===== src/rtl/lcd_bus_pkg.sv =====
// Shared types and constants for the two-port 8080-style LCD write bus arbiter.
package lcd_bus_pkg;

    localparam int DATA_W  = 16;
    localparam int NUM_REQ = 2;

    // Idle levels of the active-low bus strobes
    localparam logic CS_IDLE = 1'b1;
    localparam logic WR_IDLE = 1'b1;
    localparam logic RD_IDLE = 1'b1;

    typedef enum logic [2:0] {
        ST_IDLE,
        ST_SETUP,
        ST_WR_LO,
        ST_WR_HI,
        ST_CS_GAP
    } lcd_state_t;

    // One requester word as seen at the arbiter inputs
    typedef struct packed {
        logic              rs;
        logic              lock;
        logic [DATA_W-1:0] data;
    } lcd_word_t;

    // Pick the word of the port flagged in a one-hot select
    function automatic lcd_word_t sel_word(input logic [NUM_REQ-1:0] sel,
                                           input lcd_word_t w0,
                                           input lcd_word_t w1);
        return sel[1] ? w1 : w0;
    endfunction

endpackage


===== src/rtl/lcd_rr_arbiter.sv =====
// Two-port winner select. On a tie the port that was not granted last wins;
// tying last_owner high makes port 0 the fixed tie winner.
module lcd_rr_arbiter
    import lcd_bus_pkg::*;
(
    input  logic [NUM_REQ-1:0] valid,
    input  logic               last_owner,
    output logic [NUM_REQ-1:0] winner
);

    // Single requester wins outright; a tie goes to the other port than last time
    always_comb begin
        winner = valid;
        if (&valid) begin
            winner = last_owner ? 2'b01 : 2'b10;
        end
    end

endmodule


===== src/rtl/lcd_bus_arbiter.sv =====
// Arbitrates two word streams onto a write-only 8080-style LCD bus.
// Each word is SETUP -> WR_LO -> WR_HI; a locked owner chains words with cs
// held low, otherwise a one-cycle CS_GAP returns the bus to IDLE.
// Optional feature: define LCD_ARB_ROUND_ROBIN_EN for round-robin tie-break;
// without it port 0 always wins ties and no last-owner register exists.
module lcd_bus_arbiter
    import lcd_bus_pkg::*;
#(
    parameter int WR_LOW_CYC  = 2,
    parameter int WR_HIGH_CYC = 2,
    parameter int MAX_BURST   = 64
) (
    input  logic              clk,
    input  logic              n_rst,
    input  logic              req0_valid,
    input  logic              req0_rs,
    input  logic [DATA_W-1:0] req0_data,
    input  logic              req0_lock,
    input  logic              req1_valid,
    input  logic              req1_rs,
    input  logic [DATA_W-1:0] req1_data,
    input  logic              req1_lock,
    output logic              req0_ready,
    output logic              req1_ready,
    output logic              lcd_cs,
    output logic              lcd_rs,
    output logic              lcd_wr,
    output logic              lcd_rd,
    output logic [DATA_W-1:0] data_output,
    output logic [1:0]        grant,
    output logic              busy
);

    lcd_state_t         state;
    logic [3:0]         phase_cnt;
    logic [7:0]         burst_cnt;
    logic               lock_q;
    logic               last_owner;

    logic [NUM_REQ-1:0] valid_v;
    logic [NUM_REQ-1:0] win;
    logic [NUM_REQ-1:0] take;
    lcd_word_t          word0;
    lcd_word_t          word1;
    lcd_word_t          word_in;
    logic               idle_accept;
    logic               phase_last_lo;
    logic               phase_last_hi;
    logic               owner_valid;
    logic               cont;

    assign valid_v = {req1_valid, req0_valid};
    assign word0   = '{rs: req0_rs, lock: req0_lock, data: req0_data};
    assign word1   = '{rs: req1_rs, lock: req1_lock, data: req1_data};

    lcd_rr_arbiter u_arb (
        .valid      (valid_v),
        .last_owner (last_owner),
        .winner     (win)
    );

    assign phase_last_lo = (phase_cnt == 4'(WR_LOW_CYC - 1));
    assign phase_last_hi = (phase_cnt == 4'(WR_HIGH_CYC - 1));
    assign owner_valid   = |(grant & valid_v);

    // Ready is withheld while reset is asserted so no word is lost to a reset edge
    assign idle_accept = (state == ST_IDLE) && (|valid_v) && n_rst;
    assign cont        = (state == ST_WR_HI) && phase_last_hi && lock_q && owner_valid
                         && (burst_cnt < 8'(MAX_BURST)) && n_rst;

    // Ready goes only to the IDLE winner or to the continuing owner
    assign take    = idle_accept ? win : (cont ? grant : '0);
    assign word_in = sel_word(take, word0, word1);

    assign req0_ready = take[0];
    assign req1_ready = take[1];
    assign lcd_rd     = RD_IDLE;

`ifdef LCD_ARB_ROUND_ROBIN_EN
    // Remember which port won the last IDLE grant for the next tie
    always_ff @(posedge clk) begin
        if (!n_rst) begin
            last_owner <= 1'b1;
        end else if (idle_accept) begin
            last_owner <= win[1];
        end
    end
`else
    // Claiming port 1 as last owner makes port 0 the permanent tie winner
    assign last_owner = 1'b1;
`endif

    // Bus FSM; strobes, word and grant are registered alongside the state
    always_ff @(posedge clk) begin
        if (!n_rst) begin
            state       <= ST_IDLE;
            lcd_cs      <= CS_IDLE;
            lcd_wr      <= WR_IDLE;
            lcd_rs      <= 1'b0;
            data_output <= '0;
            grant       <= '0;
            busy        <= 1'b0;
            phase_cnt   <= '0;
            burst_cnt   <= '0;
            lock_q      <= 1'b0;
        end else begin
            case (state)
                ST_IDLE: begin
                    if (idle_accept) begin
                        state       <= ST_SETUP;
                        lcd_cs      <= 1'b0;
                        lcd_wr      <= WR_IDLE;
                        grant       <= win;
                        busy        <= 1'b1;
                        burst_cnt   <= 8'd1;
                        lock_q      <= word_in.lock;
                        lcd_rs      <= word_in.rs;
                        data_output <= word_in.data;
                    end
                end
                ST_SETUP: begin
                    state     <= ST_WR_LO;
                    lcd_wr    <= 1'b0;
                    phase_cnt <= '0;
                end
                ST_WR_LO: begin
                    if (phase_last_lo) begin
                        state     <= ST_WR_HI;
                        lcd_wr    <= WR_IDLE;
                        phase_cnt <= '0;
                    end else begin
                        phase_cnt <= phase_cnt + 4'd1;
                    end
                end
                ST_WR_HI: begin
                    if (phase_last_hi) begin
                        if (cont) begin
                            // Chained word: cs stays low, new word latched at SETUP entry
                            state       <= ST_SETUP;
                            burst_cnt   <= burst_cnt + 8'd1;
                            lock_q      <= word_in.lock;
                            lcd_rs      <= word_in.rs;
                            data_output <= word_in.data;
                        end else begin
                            state  <= ST_CS_GAP;
                            lcd_cs <= CS_IDLE;
                        end
                    end else begin
                        phase_cnt <= phase_cnt + 4'd1;
                    end
                end
                ST_CS_GAP: begin
                    state <= ST_IDLE;
                    grant <= '0;
                    busy  <= 1'b0;
                end
                default: begin
                    state  <= ST_IDLE;
                    lcd_cs <= CS_IDLE;
                    lcd_wr <= WR_IDLE;
                    grant  <= '0;
                    busy   <= 1'b0;
                end
            endcase
        end
    end

endmodule


===== config.mk =====
export PLATFORM = sky130hd
export DESIGN_NAME = lcd_bus_arbiter
export DESIGN_NICKNAME = d
export VERILOG_FILES = /design/src/rtl/lcd_bus_pkg.sv /design/src/rtl/lcd_rr_arbiter.sv /design/src/rtl/lcd_bus_arbiter.sv
export SDC_FILE = /design/constraint.sdc
export NUM_CORES = 1
export LEC_CHECK = 0
export CORE_MARGIN = 4
export CORE_UTILIZATION = 62
export CTS_BUF_LIST = sky130_fd_sc_hd__clkbuf_8 sky130_fd_sc_hd__clkbuf_16
export CTS_CLUSTER_SIZE = 24
export DETAILED_ROUTE_END_ITERATION = 8
export DONT_BUFFER_PORTS = 1
export PLACE_DENSITY = 0.78
export SLEW_MARGIN = 20
export SYNTH_ARGS = -nofsm -noshare
export SYNTH_HDL_FRONTEND = slang
export SYNTH_HIERARCHICAL = 1
export SYNTH_SLANG_ARGS = --single-unit
export TNS_END_PERCENT = 100

===== constraint.sdc =====
create_clock -name clk -period 3.1 [get_ports clk]
set_input_delay 0 -clock clk [delete_from_list [all_inputs] [get_ports clk]]
set_output_delay 0 -clock clk [all_outputs]
set_load 0.01 [all_outputs]

# Word-level counts from Yosys, hierarchy flattened
# Cells that the tools add are included.
# W data, S select, Z words.
# word_totals
latch_bits,0
n_memories,0
romBits,0
elab_cells,88
in_bits,40
register_bits,38
ram_bits,0
# classes
n_div,0
n_lt_le_gt_ge,1
add_sub_neg,2
n_reduce_logical,22
eq_ne,11
n_bitwise,4
mux,38
n_mul,0
shifts,0
# op_table
cell,n
$mux W16,3
$pmux W16 S2,1
$mux W8,3
$mux W18,1
$pmux W8 S2,1
$mux W3,4
$ne A2 B2 Y1 const B,6
$pmux W3 S4,1
$pmux W4 S3,1
$mux W1,11
$add A8 B1 Y8 const B,1
$lt A8 B7 Y1 const B,1
$mux W2,4
$mux W4,2
$reduce_and A4 Y1,2
$logic_and A1 B1 Y1,7
$eq A3 B2 Y1 const B,2
$pmux W1 S2,3
$reduce_and A2 Y1,3
$reduce_and A3 Y1,2
$reduce_or A2 Y1,3
$reduce_or A3 Y1,2
$add A4 B1 Y4 const B,1
$eq A4 B1 Y1 const B,1
other kinds (10),12

# Logic depth before layout (Yosys ltp)
# Gate-level depths: netlist of the first run.
# depth
ltp_word,12
ltp_mapped,10
ltp_nobuf,8

# Modules after synthesis
# Netlist of the first run, hierarchy kept.
# by_module_without_submodules
mod,area_per_inst_um2,cells_each,instances
lcd_bus_arbiter,1803.0,227,1
lcd_rr_arbiter,18.8,3,1

# Least setup slack after synthesis of the first run
# OpenSTA, ideal clock, no wires.
# synth_path
kind,register to register
from,register phase_cnt[0]
to,register data_output[15]
synth_period_minus_slack_ns,2.166
path_slack_ns,0.934
stages_incl_launch_ff,10
arrival_time_ns,2.092
n_path_buf,2
setup_time_ns,0.074
required_ns,3.026
path_cell_list,dfxtp_1 -> ha_1 -> or3b_4 -> or4_4 -> o31a_1 -> buf_6 -> clkinv_8 -> buf_12 -> nand2_1 -> a31oi_1
# synth_between
elab_chain_cells,12
word_cells_on_any_way,16
cone_classes,3 x eq/ne; 7 x mux; 6 x reduce/logical
# synth_lines
element,line,source
start: declaration,lcd_bus_arbiter.sv:35,logic [3:0] phase_cnt;
start signal: assignment,lcd_bus_arbiter.sv:132,phase_cnt <= phase_cnt + 4'd1;
start signal: assignment,lcd_bus_arbiter.sv:149,phase_cnt <= phase_cnt + 4'd1;
$eq A4 B1 Y1 *,lcd_bus_arbiter.sv:63,assign phase_last_hi = (phase_cnt == 4'(WR_HIGH_CYC - 1));
$logic_and A1 B1 Y1 * (3 in a row),lcd_bus_arbiter.sv:68,assign cont = (state == ST_WR_HI) && phase_last_hi && lock_q && owner_valid
$logic_and A1 B1 Y1 * (2 in a row),lcd_bus_arbiter.sv:69,&& (burst_cnt < 8'(MAX_BURST)) && n_rst;
$mux W2 * (2 in a row),lcd_bus_arbiter.sv:72,assign take = idle_accept ? win : (cont ? grant : '0);
net req1_ready,lcd_bus_arbiter.sv:24,"output logic req1_ready,"
$mux W18 *,lcd_bus_pkg.sv:31,return sel[1] ? w1 : w0;
$mux W16,lcd_bus_arbiter.sv:137,if (cont) begin
$mux W16,lcd_bus_arbiter.sv:136,if (phase_last_hi) begin
$pmux W16 S2 *,lcd_bus_arbiter.sv:107,case (state)
end signal: assignment,lcd_bus_arbiter.sv:118,data_output <= word_in.data;
end signal: assignment,lcd_bus_arbiter.sv:143,data_output <= word_in.data;
end: declaration,lcd_bus_arbiter.sv:29,"output logic [DATA_W-1:0] data_output,"
# Mark *: on every way through the listed nets, which the timed path passes. The rest lies on a longest branch. The select of a mux whose other input is x is not followed.
# A chain may end at the register's enable or synchronous reset.

# Worst setup path in the final report of the first run
# layout_path
from,input n_rst
to,register lcd_rs
# layout_between
elab_chain_cells,7
word_cells_on_any_way,12
cone_classes,2 x eq/ne; 7 x mux; 3 x reduce/logical
# layout_lines
element,line,source
start: declaration,lcd_bus_arbiter.sv:14,"input logic n_rst,"
$logic_and A1 B1 Y1,lcd_bus_arbiter.sv:69,
$mux W2,lcd_bus_arbiter.sv:72,
$mux W2 *,lcd_bus_arbiter.sv:72,
net req1_ready,lcd_bus_arbiter.sv:24,
$mux W18 *,lcd_bus_pkg.sv:31,
$mux W1,lcd_bus_arbiter.sv:137,
$mux W1,lcd_bus_arbiter.sv:136,
$pmux W1 S2 *,lcd_bus_arbiter.sv:107,
end signal: assignment,lcd_bus_arbiter.sv:117,lcd_rs <= word_in.rs;
end signal: assignment,lcd_bus_arbiter.sv:142,lcd_rs <= word_in.rs;
end: declaration,lcd_bus_arbiter.sv:26,"output logic lcd_rs,"
# Marked as above.

==> results.py, run 1 <==
metrics = {
    "clock_network": {
        "cts_setup_buffers": 0,
        "clk_pin_slew_worst_paths_ns": 0.08,
        "h-tree-depth": 2,
        "cts.sink_count": 38,
        "cts_tree": "built",
        "cts-buffers-inserted": 5,
        "clock_tree.buffer_depth": 2,
        "worst_skew_pair.late_latency_ns": 0.30,
        "root_buffer": "sky130_fd_sc_hd__clkbuf_8",
    },
    "pwr": {
        "pwr-share-clk_pct": 22.7,
        "power.share.sequential_pct": 46.2,
        "pwr_dens_nw_per_um2": 713.0,
        "combPwrFrac_pct": 31.1,
        "p_sw_share_pct": 39.83,
        "internal-power_mw": 0.9733,
        "cellLeakagePower_nw": 0.9207,
        "switching_power_mw": 0.6442,
        "power.ir.vdd_worst_mv": 0.6447,
    },
    "floorplan": {
        "die_x_um": 62.21,
        "design.die.area_um2": 3869,
        "rows": 19,
        "floorplan.initialDensity_pct": 65.50,
        "die_y_um": 62.21,
        "design.portCount": 65,
        "fp.coreArea_um2": 2781,
    },
    "synthesis": {
        "synth.top_cells.by_area": "sky130_fd_sc_hd__dfxtp_1, sky130_fd_sc_hd__a21oi_1, sky130_fd_sc_hd__nand2_1",
        "synthMuxAreaShare_pct": 1.168,
        "number_of_instances_in_the_synthesized_netlist": 230,
        "synth_area_per_cell_um2": 7.921,
        "postSynth.topFlopCell": "sky130_fd_sc_hd__dfxtp_1",
        "synth.distinct_cells": 47,
        "combinational_family_with_the_most_area_after_synthesis": "compound AO/OA/AOI/OAI gates",
        "synthDominantCellAreaShare_pct": 41.76,
        "post_synthesis_instance_area_um2": 1822,
        "ys_warn_count": 6,
        "synth_area_in_simple_gates_pct": 21.70,
        "yosys.area_share.xor_xnor_pct": 1.442,
        "post-synth-top-area-cell": "sky130_fd_sc_hd__dfxtp_1",
        "synth_edf_count": 0,
        "compound_gate_portion_of_the_synthesized_area_pct": 25.21,
        "post_synth_fa_ha_maj_area_fraction_pct": 2.060,
        "synth.yosys.seq_area_share_pct": 41.76,
        "synth_async_sr_flop_share_pct": 0,
        "postSynthRegisterBits": 38,
    },
    "route": {
        "vias": 1936,
        "drc": 0,
        "detail_route.wirelength_mm": 5.767,
        "drtIter0Drc": 175,
        "routed_via_density": 6.541,
        "route.antenna.remaining_nets": 0,
        "drtPass1Iterations": 5,
        "drt-wirelength-per-cell_um": 19.48,
    },
    "sta": {
        "final-max-slew-violation-count": 0,
        "min_period_over_period_pct": 85.29,
        "fin_setup_tns_ns": 0,
        "max-slew-margin-rel_pct": 44.41,
        "rsz0062_at_grt": "false",
        "timing.final.hold_violations": 0,
        "worst_slew_pin_slew_ns": 0.8311,
        "maxClockFrequency_mhz": 378.2,
        "fin_skew_ns": 0.008081,
        "final-setup-viol-count": 0,
        "timing.final.crit_period_ns": 2.644,
    },
    "critical_path": {
        "endpoint_kind": "flop",
        "cp_data_required_time_ns": 3.30,
        "worst_path_dominant_cell_family": "buffers and inverters",
        "worst_path_buffer_plus_inverter_count": 2,
        "timing.critical_path.cells": "dlygate4sd3_1 -> nand2b_1 -> nor3_1 -> o31a_2 -> clkinv_8 -> a21oi_1 -> a21oi_1",
        "crit_path_start_kind": "primary input",
        "critPathArrivalTime_ns": 2.84,
        "worst-setup-path-type": "primary input to flop",
        "timing.critical_path.mode_cell": "sky130_fd_sc_hd__a21oi_1",
        "path_max_fanout": 26,
        "slowest_delay_ns": 1.08,
        "timing.reg2reg.setup_slack_ns": 0.55,
        "crit_slowest_cell": "sky130_fd_sc_hd__dlygate4sd3_1",
    },
    "finish": {
        "area_delta_synth_final_pct": 24.52,
        "num-nets-final": 306,
        "post_route_cells_drive_above_1_share_pct": 6.439,
        "final-instance-count-excl-fill": 296,
    },
    "grt": {
        "largest_net_degree_at_the_start_of_global_routing": 27,
        "grt.total_usage_pct": 29.85,
        "globalRouteOverflowTotal": 0,
        "first_global_vias": 1956,
        "grt_pass1_wl_mm": 9.294,
        "number_of_antenna_violations_at_the_first_check_in_global_routing": 1,
    },
    "hold_path": {
        "min_path_type": "primary input to flop",
    },
    "flow_run": {
        "cap_violations": 0,
    },
    "place": {
        "post-dp-hpwl_mm": 3.011,
        "port-buffer-count": 0,
        "post-place-cells": 249,
        "gp_congestion": 0.8283,
    },
    "outcome": {
        "run_status": "completed",
    },
}
-- area by class of cell --
type	instances	area (um^2)
clock inverters	2	12.51
well taps	31	38.79
repair buffers	39	387.9
clock buffers	6	82.58
fillers	166	513.0
diodes	1	2.502
inverters	5	31.28
multi-input cells	174	952.2
flip-flops and latches	38	760.7
-- per-stage QoR --
stage	setup slack, ns	total power [mW]	cell area [um^2]	hold WS, ns	util [%]
floorplan	0.9343	1.080	1829	0.1341	-
global placement	0.7051	1.137	1789	0.06397	64.33
detailed placement	0.5777	1.169	1789	0.08054	64.33
CTS	0.2471	1.569	2265	0.002351	81.42
global route	0.2405	1.713	2268	0.03276	81.56
finish	0.4561	1.618	2268	0.006799	81.56
-- worst reg2reg max path, delay by kind of cell, from the launching register on --
kind	cells	cell delay [ns]
compound gates	3	0.73
simple gates	2	1.12
flops	1	0.41
fa+ha+maj	1	0.22
-- registers in the layout (all words and copies together) (netlist names), 2 cells and up --
signal       count
grant            2
data_output     16
burst_cnt        8
phase_cnt        4
state            3
-- synthesized netlist by cell type, types with 2 or more instances --
library cell and count:
sky130_fd_sc_hd__a22oi_1 2, sky130_fd_sc_hd__buf_2 2, sky130_fd_sc_hd__dfxtp_1 38, sky130_fd_sc_hd__xor2_1 2, sky130_fd_sc_hd__nand2b_1 2, sky130_fd_sc_hd__nand4_1 3, sky130_fd_sc_hd__a211oi_1 2, sky130_fd_sc_hd__or2_2 2
sky130_fd_sc_hd__inv_1 4, sky130_fd_sc_hd__o21ai_0 24, sky130_fd_sc_hd__and2_1 3, sky130_fd_sc_hd__a21oi_1 44, sky130_fd_sc_hd__ha_1 3, sky130_fd_sc_hd__nor3_1 3, sky130_fd_sc_hd__nand3_1 7, sky130_fd_sc_hd__and3_1 2
sky130_fd_sc_hd__nand2_1 36, sky130_fd_sc_hd__clkbuf_1 10, sky130_fd_sc_hd__nor2_1 12, sky130_fd_sc_hd__or4_1 2
-- layer usage --
layer	wire length (um)	part of all wire (%)	track usage (%)
met5	0	0	0
met4	299	5.2	18.16
met3	568	9.8	10.09
met2	2789	48	49.61
met1	2109	37	32.29
-- power by group through the flow --
stage	Combinational (mW)	Clock (mW)	Sequential [mW]
floorplan	0.370	0	0.710
global placement	0.391	0	0.746
detailed placement	0.420	0	0.749
CTS	0.464	0.364	0.741
global route	0.556	0.395	0.761
finish	0.503	0.368	0.747
-- final timing paths --
check	depth (start not counted)	startpoint	endpoint
worst max-delay path	7	n_rst	lcd_rs
worst min-delay path	3	req0_valid	grant[1]
worst max register to register	6	phase_cnt[0]	data_output[15]
worst min register to register	2	burst_cnt[6]	burst_cnt[6]
-- cells by family (layout without fill, tap and decap cells) --
group / after synthesis / in the layout
other cells: 1 / 4
buf+inv: 20 / 52
compound gates: 83 / 83
mux: 2 / 2
simple gates: 80 / 80
xor+xnor: 3 / 3
fa+ha+maj: 3 / 3
flops: 38 / 38
-- placed cells by master (no fill, tap or decap), drive strengths merged, types with 4 or more instances in the layout --
cell type     n
o21ai        24
a21oi        44
nor2         12
inv           4
nand3         7
nand2        36
dlygate4sd3  38
dfxtp        38
clkbuf        6
-- what timing repair did --
action / in CTS / in global routing
hold endpoints to repair: 35 / 0
endpoints found under the setup margin: 0 / 16
hold buffers: 38 / 0
resized for setup: 0 / 1
No activity file was read; power rests on OpenSTA's default activity.
==> inputs of run 2 (changes only) <==
--- a/config.mk
+++ b/config.mk
@@ -6,15 +6,14 @@
 export NUM_CORES = 1
 export LEC_CHECK = 0
 export CORE_MARGIN = 4
-export CORE_UTILIZATION = 62
+export CORE_UTILIZATION = 63
 export CTS_BUF_LIST = sky130_fd_sc_hd__clkbuf_8 sky130_fd_sc_hd__clkbuf_16
 export CTS_CLUSTER_SIZE = 24
 export DETAILED_ROUTE_END_ITERATION = 8
 export DONT_BUFFER_PORTS = 1
-export PLACE_DENSITY = 0.78
+export PLACE_DENSITY_LB_ADDON = 0.08
 export SLEW_MARGIN = 20
 export SYNTH_ARGS = -nofsm -noshare
 export SYNTH_HDL_FRONTEND = slang
-export SYNTH_HIERARCHICAL = 1
 export SYNTH_SLANG_ARGS = --single-unit
 export TNS_END_PERCENT = 100
==> constraint.sdc (replaced) <==
create_clock -name clk -period 3.1 [get_ports clk]
set_input_delay 0.155 -clock clk [delete_from_list [all_inputs] [get_ports clk]]
set_output_delay 0.155 -clock clk [all_outputs]
set_load 0.01 [all_outputs]
==> results.py, run 2 <==
metrics = {
    "finish": {
        "mostFrequentLayoutCell": "sky130_fd_sc_hd__dfxtp_1",
        "registers.top_by_ff_count": "data_output",
        "n_fill_cell": 277,
        "layout.cells.most_common_list": "sky130_fd_sc_hd__dfxtp_1, sky130_fd_sc_hd__a21oi_1, sky130_fd_sc_hd__o221ai_1, sky130_fd_sc_hd__and2_1, sky130_fd_sc_hd__a32oi_1",
        "area_delta_synth_final_pct": 6.344,
        "multiInputGateArea_um2": 1328,
        "largest_registers": "data_output (16), burst_cnt (8), phase_cnt (4)",
        "final-instance-count-excl-fill": 291,
        "num-nets-final": 287,
        "antenna_cells_inserted": 0,
        "largest_register_ff_count": 16,
        "ff_latch_area_um2": 760.7,
        "post_route_cells_drive_above_1_share_pct": 11.43,
    },
    "floorplan": {
        "design.portCount": 65,
        "fp.coreArea_um2": 3390,
        "rows": 21,
        "floorplan.initialDensity_pct": 66.33,
        "design.die.area_um2": 4589,
        "die_x_um": 67.74,
        "die_y_um": 67.74,
    },
    "synthesis": {
        "synth.top_cells.by_area": "sky130_fd_sc_hd__dfxtp_1, sky130_fd_sc_hd__o221ai_1, sky130_fd_sc_hd__a32oi_1",
        "synth_edf_count": 0,
        "post_synthesis_instance_area_um2": 2248,
        "ys_top_cells_by_count": "sky130_fd_sc_hd__dfxtp_1, sky130_fd_sc_hd__a21oi_1, sky130_fd_sc_hd__o221ai_1, sky130_fd_sc_hd__a32oi_1, sky130_fd_sc_hd__and2_1",
        "synth_area_in_simple_gates_pct": 18.53,
        "synth_async_sr_flop_share_pct": 0,
        "postSynth.topFlopCell": "sky130_fd_sc_hd__dfxtp_1",
        "synth.net_count": 298,
        "post_synth_fa_ha_maj_area_fraction_pct": 1.669,
        "compound_gate_portion_of_the_synthesized_area_pct": 35.89,
        "synth_area_per_cell_um2": 8.817,
        "number_of_instances_in_the_synthesized_netlist": 255,
        "post-synth-top-area-cell": "sky130_fd_sc_hd__dfxtp_1",
        "combinational_family_with_the_most_area_after_synthesis": "compound AO/OA/AOI/OAI gates",
        "yosys.area_share.xor_xnor_pct": 1.169,
        "synthDominantCellAreaShare_pct": 33.83,
        "synthMuxAreaShare_pct": 1.391,
        "post-synth-top-count-cell": "sky130_fd_sc_hd__dfxtp_1",
        "synth.distinct_cells": 53,
        "postSynthRegisterBits": 38,
        "synth.yosys.seq_area_share_pct": 33.83,
        "ys_warn_count": 0,
    },
    "clock_network": {
        "cts_hold_buffers": 1,
        "worst_skew_pair.late_latency_ns": 0.30,
        "cts_tree": "built",
        "h-tree-depth": 2,
        "clock_tree.buffer_depth": 2,
        "postCtsResizedCells": 0,
        "cts.sink_count": 38,
        "cts_setup_buffers": 0,
        "root_buffer": "sky130_fd_sc_hd__clkbuf_8",
        "cts-buffers-inserted": 5,
        "clk_pin_slew_worst_paths_ns": 0.08,
    },
    "sta": {
        "fin_skew_ns": 0.008703,
        "max-slew-margin-rel_pct": 34.37,
        "final-setup-viol-count": 0,
        "rsz0062_at_grt": "false",
        "timing.final.hold_violations": 0,
        "fin_setup_tns_ns": 0,
        "final-max-slew-violation-count": 0,
        "worst_slew_pin_slew_ns": 0.9771,
        "min_period_over_period_pct": 82.34,
        "maxClockFrequency_mhz": 391.8,
        "timing.final.crit_period_ns": 2.552,
    },
    "pwr": {
        "pwr_dens_nw_per_um2": 775.7,
        "cellLeakagePower_nw": 0.7886,
        "power.ir.vdd_worst_mv": 0.4628,
    },
    "route": {
        "vias": 2190,
        "detail_route.wirelength_mm": 6.185,
        "drc": 0,
        "drt-wirelength-per-cell_um": 21.25,
        "drtIter0Drc": 327,
        "routed_via_density": 7.526,
        "route.antenna.remaining_nets": 0,
        "drtPass1Iterations": 5,
    },
    "critical_path": {
        "endpoint_kind": "flop",
        "crit_path_start_kind": "flop",
        "rr_startpoint": "phase_cnt[0]",
        "worst-setup-path-type": "flop to flop",
        "reg2reg_to": "lcd_rs",
        "worst_r2r_path_depth": 6,
        "critPathArrivalTime_ns": 2.75,
        "path_max_fanout": 12,
        "timing.reg2reg.setup_slack_ns": 0.55,
        "cp_data_required_time_ns": 3.30,
    },
    "place": {
        "post-dp-hpwl_mm": 4.011,
        "gp_congestion": 0.8807,
        "port-buffer-count": 0,
        "post-place-cells": 281,
    },
    "grt": {
        "globalRouteOverflowTotal": 0,
        "grt.total_usage_pct": 28.43,
        "largest_net_degree_at_the_start_of_global_routing": 28,
        "number_of_antenna_violations_at_the_first_check_in_global_routing": 0,
        "grt_pass1_wl_mm": 9.873,
        "first_global_vias": 2079,
    },
    "hold_path": {
        "worstHoldEndpoint": "burst_cnt[4]",
        "min_path_type": "primary input to flop",
        "worst_hold_path.num_cells": 2,
        "hold_start": "n_rst",
    },
    "flow_run": {
        "cap_violations": 0,
    },
    "outcome": {
        "run_status": "completed",
    },
}
[run 2: cell type report]
type	count	area share [%]
Tap cell	46	2.407
Timing Repair Buffer	10	3.349
Clock buffer	6	3.454
Inverter	6	0.9419
Clock inverter	2	2.512
Sequential cell	38	31.82
Multi-Input combinational cell	183	55.52
[run 2: worst max path at each step]
stage	from	end
6_report	phase_cnt[0]	lcd_rs
5_1_grt	phase_cnt[0]	data_output[13]
4_1_cts	phase_cnt[0]	lcd_rs
3_5_place_dp	phase_cnt[0]	lcd_rs
3_3_place_gp	phase_cnt[0]	lcd_rs
2_1_floorplan	phase_cnt[0]	burst_cnt[5]
[run 2: logic make-up after synthesis]
| group | after synthesis |
|---|---|
| compound gates | 105 |
| xor+xnor | 3 |
| fa+ha+maj | 3 |
| buf+inv | 34 |
| flops | 38 |
| mux | 3 |
| other cells | 1 |
| simple gates | 68 |
[run 2: layer usage]
| metal | vias up | wire, um | global-route usage [%] |
|---|---|---|---|
| met5 | - | 0 | 0 |
| met4 | 0 | 147 | 13.67 |
| met3 | 15 | 755 | 9.817 |
| met2 | 148 | 2877 | 43.99 |
| met1 | 1027 | 2405 | 34.94 |
| li1 | 1000 | - | - |
[run 2: metrics by stage]
stage,area [um^2],setup WS [ns],utilization (%),total power [mW],hold WS [ns]
6_report,2391,0.5475,70.54,1.855,0.01883
5_1_grt,2391,0.3265,70.54,1.969,0.007743
4_1_cts,2381,0.5770,70.25,1.853,0.002989
3_5_place_dp,2228,0.6534,65.74,1.318,0.2565
3_3_place_gp,2228,0.8050,65.74,1.292,0.2345
2_1_floorplan,2248,1.108,-,1.208,0.3355
[run 2: power by group]
part	internal, mW	total, mW	switching, mW
clock network	0.343	0.531	0.188
registers	0.603	0.737	0.134
logic	0.225	0.587	0.362
total	1.17	1.85	0.683
[run 2: worst max-delay path: stages (launching register included)]
cell and delay, ns:
sky130_fd_sc_hd__dfxtp_1 0.39, sky130_fd_sc_hd__ha_1 0.22, sky130_fd_sc_hd__nor3b_1 0.55, sky130_fd_sc_hd__and4_1 0.58, sky130_fd_sc_hd__buf_4 0.26, sky130_fd_sc_hd__a32oi_1 0.12, sky130_fd_sc_hd__a311oi_1 0.32
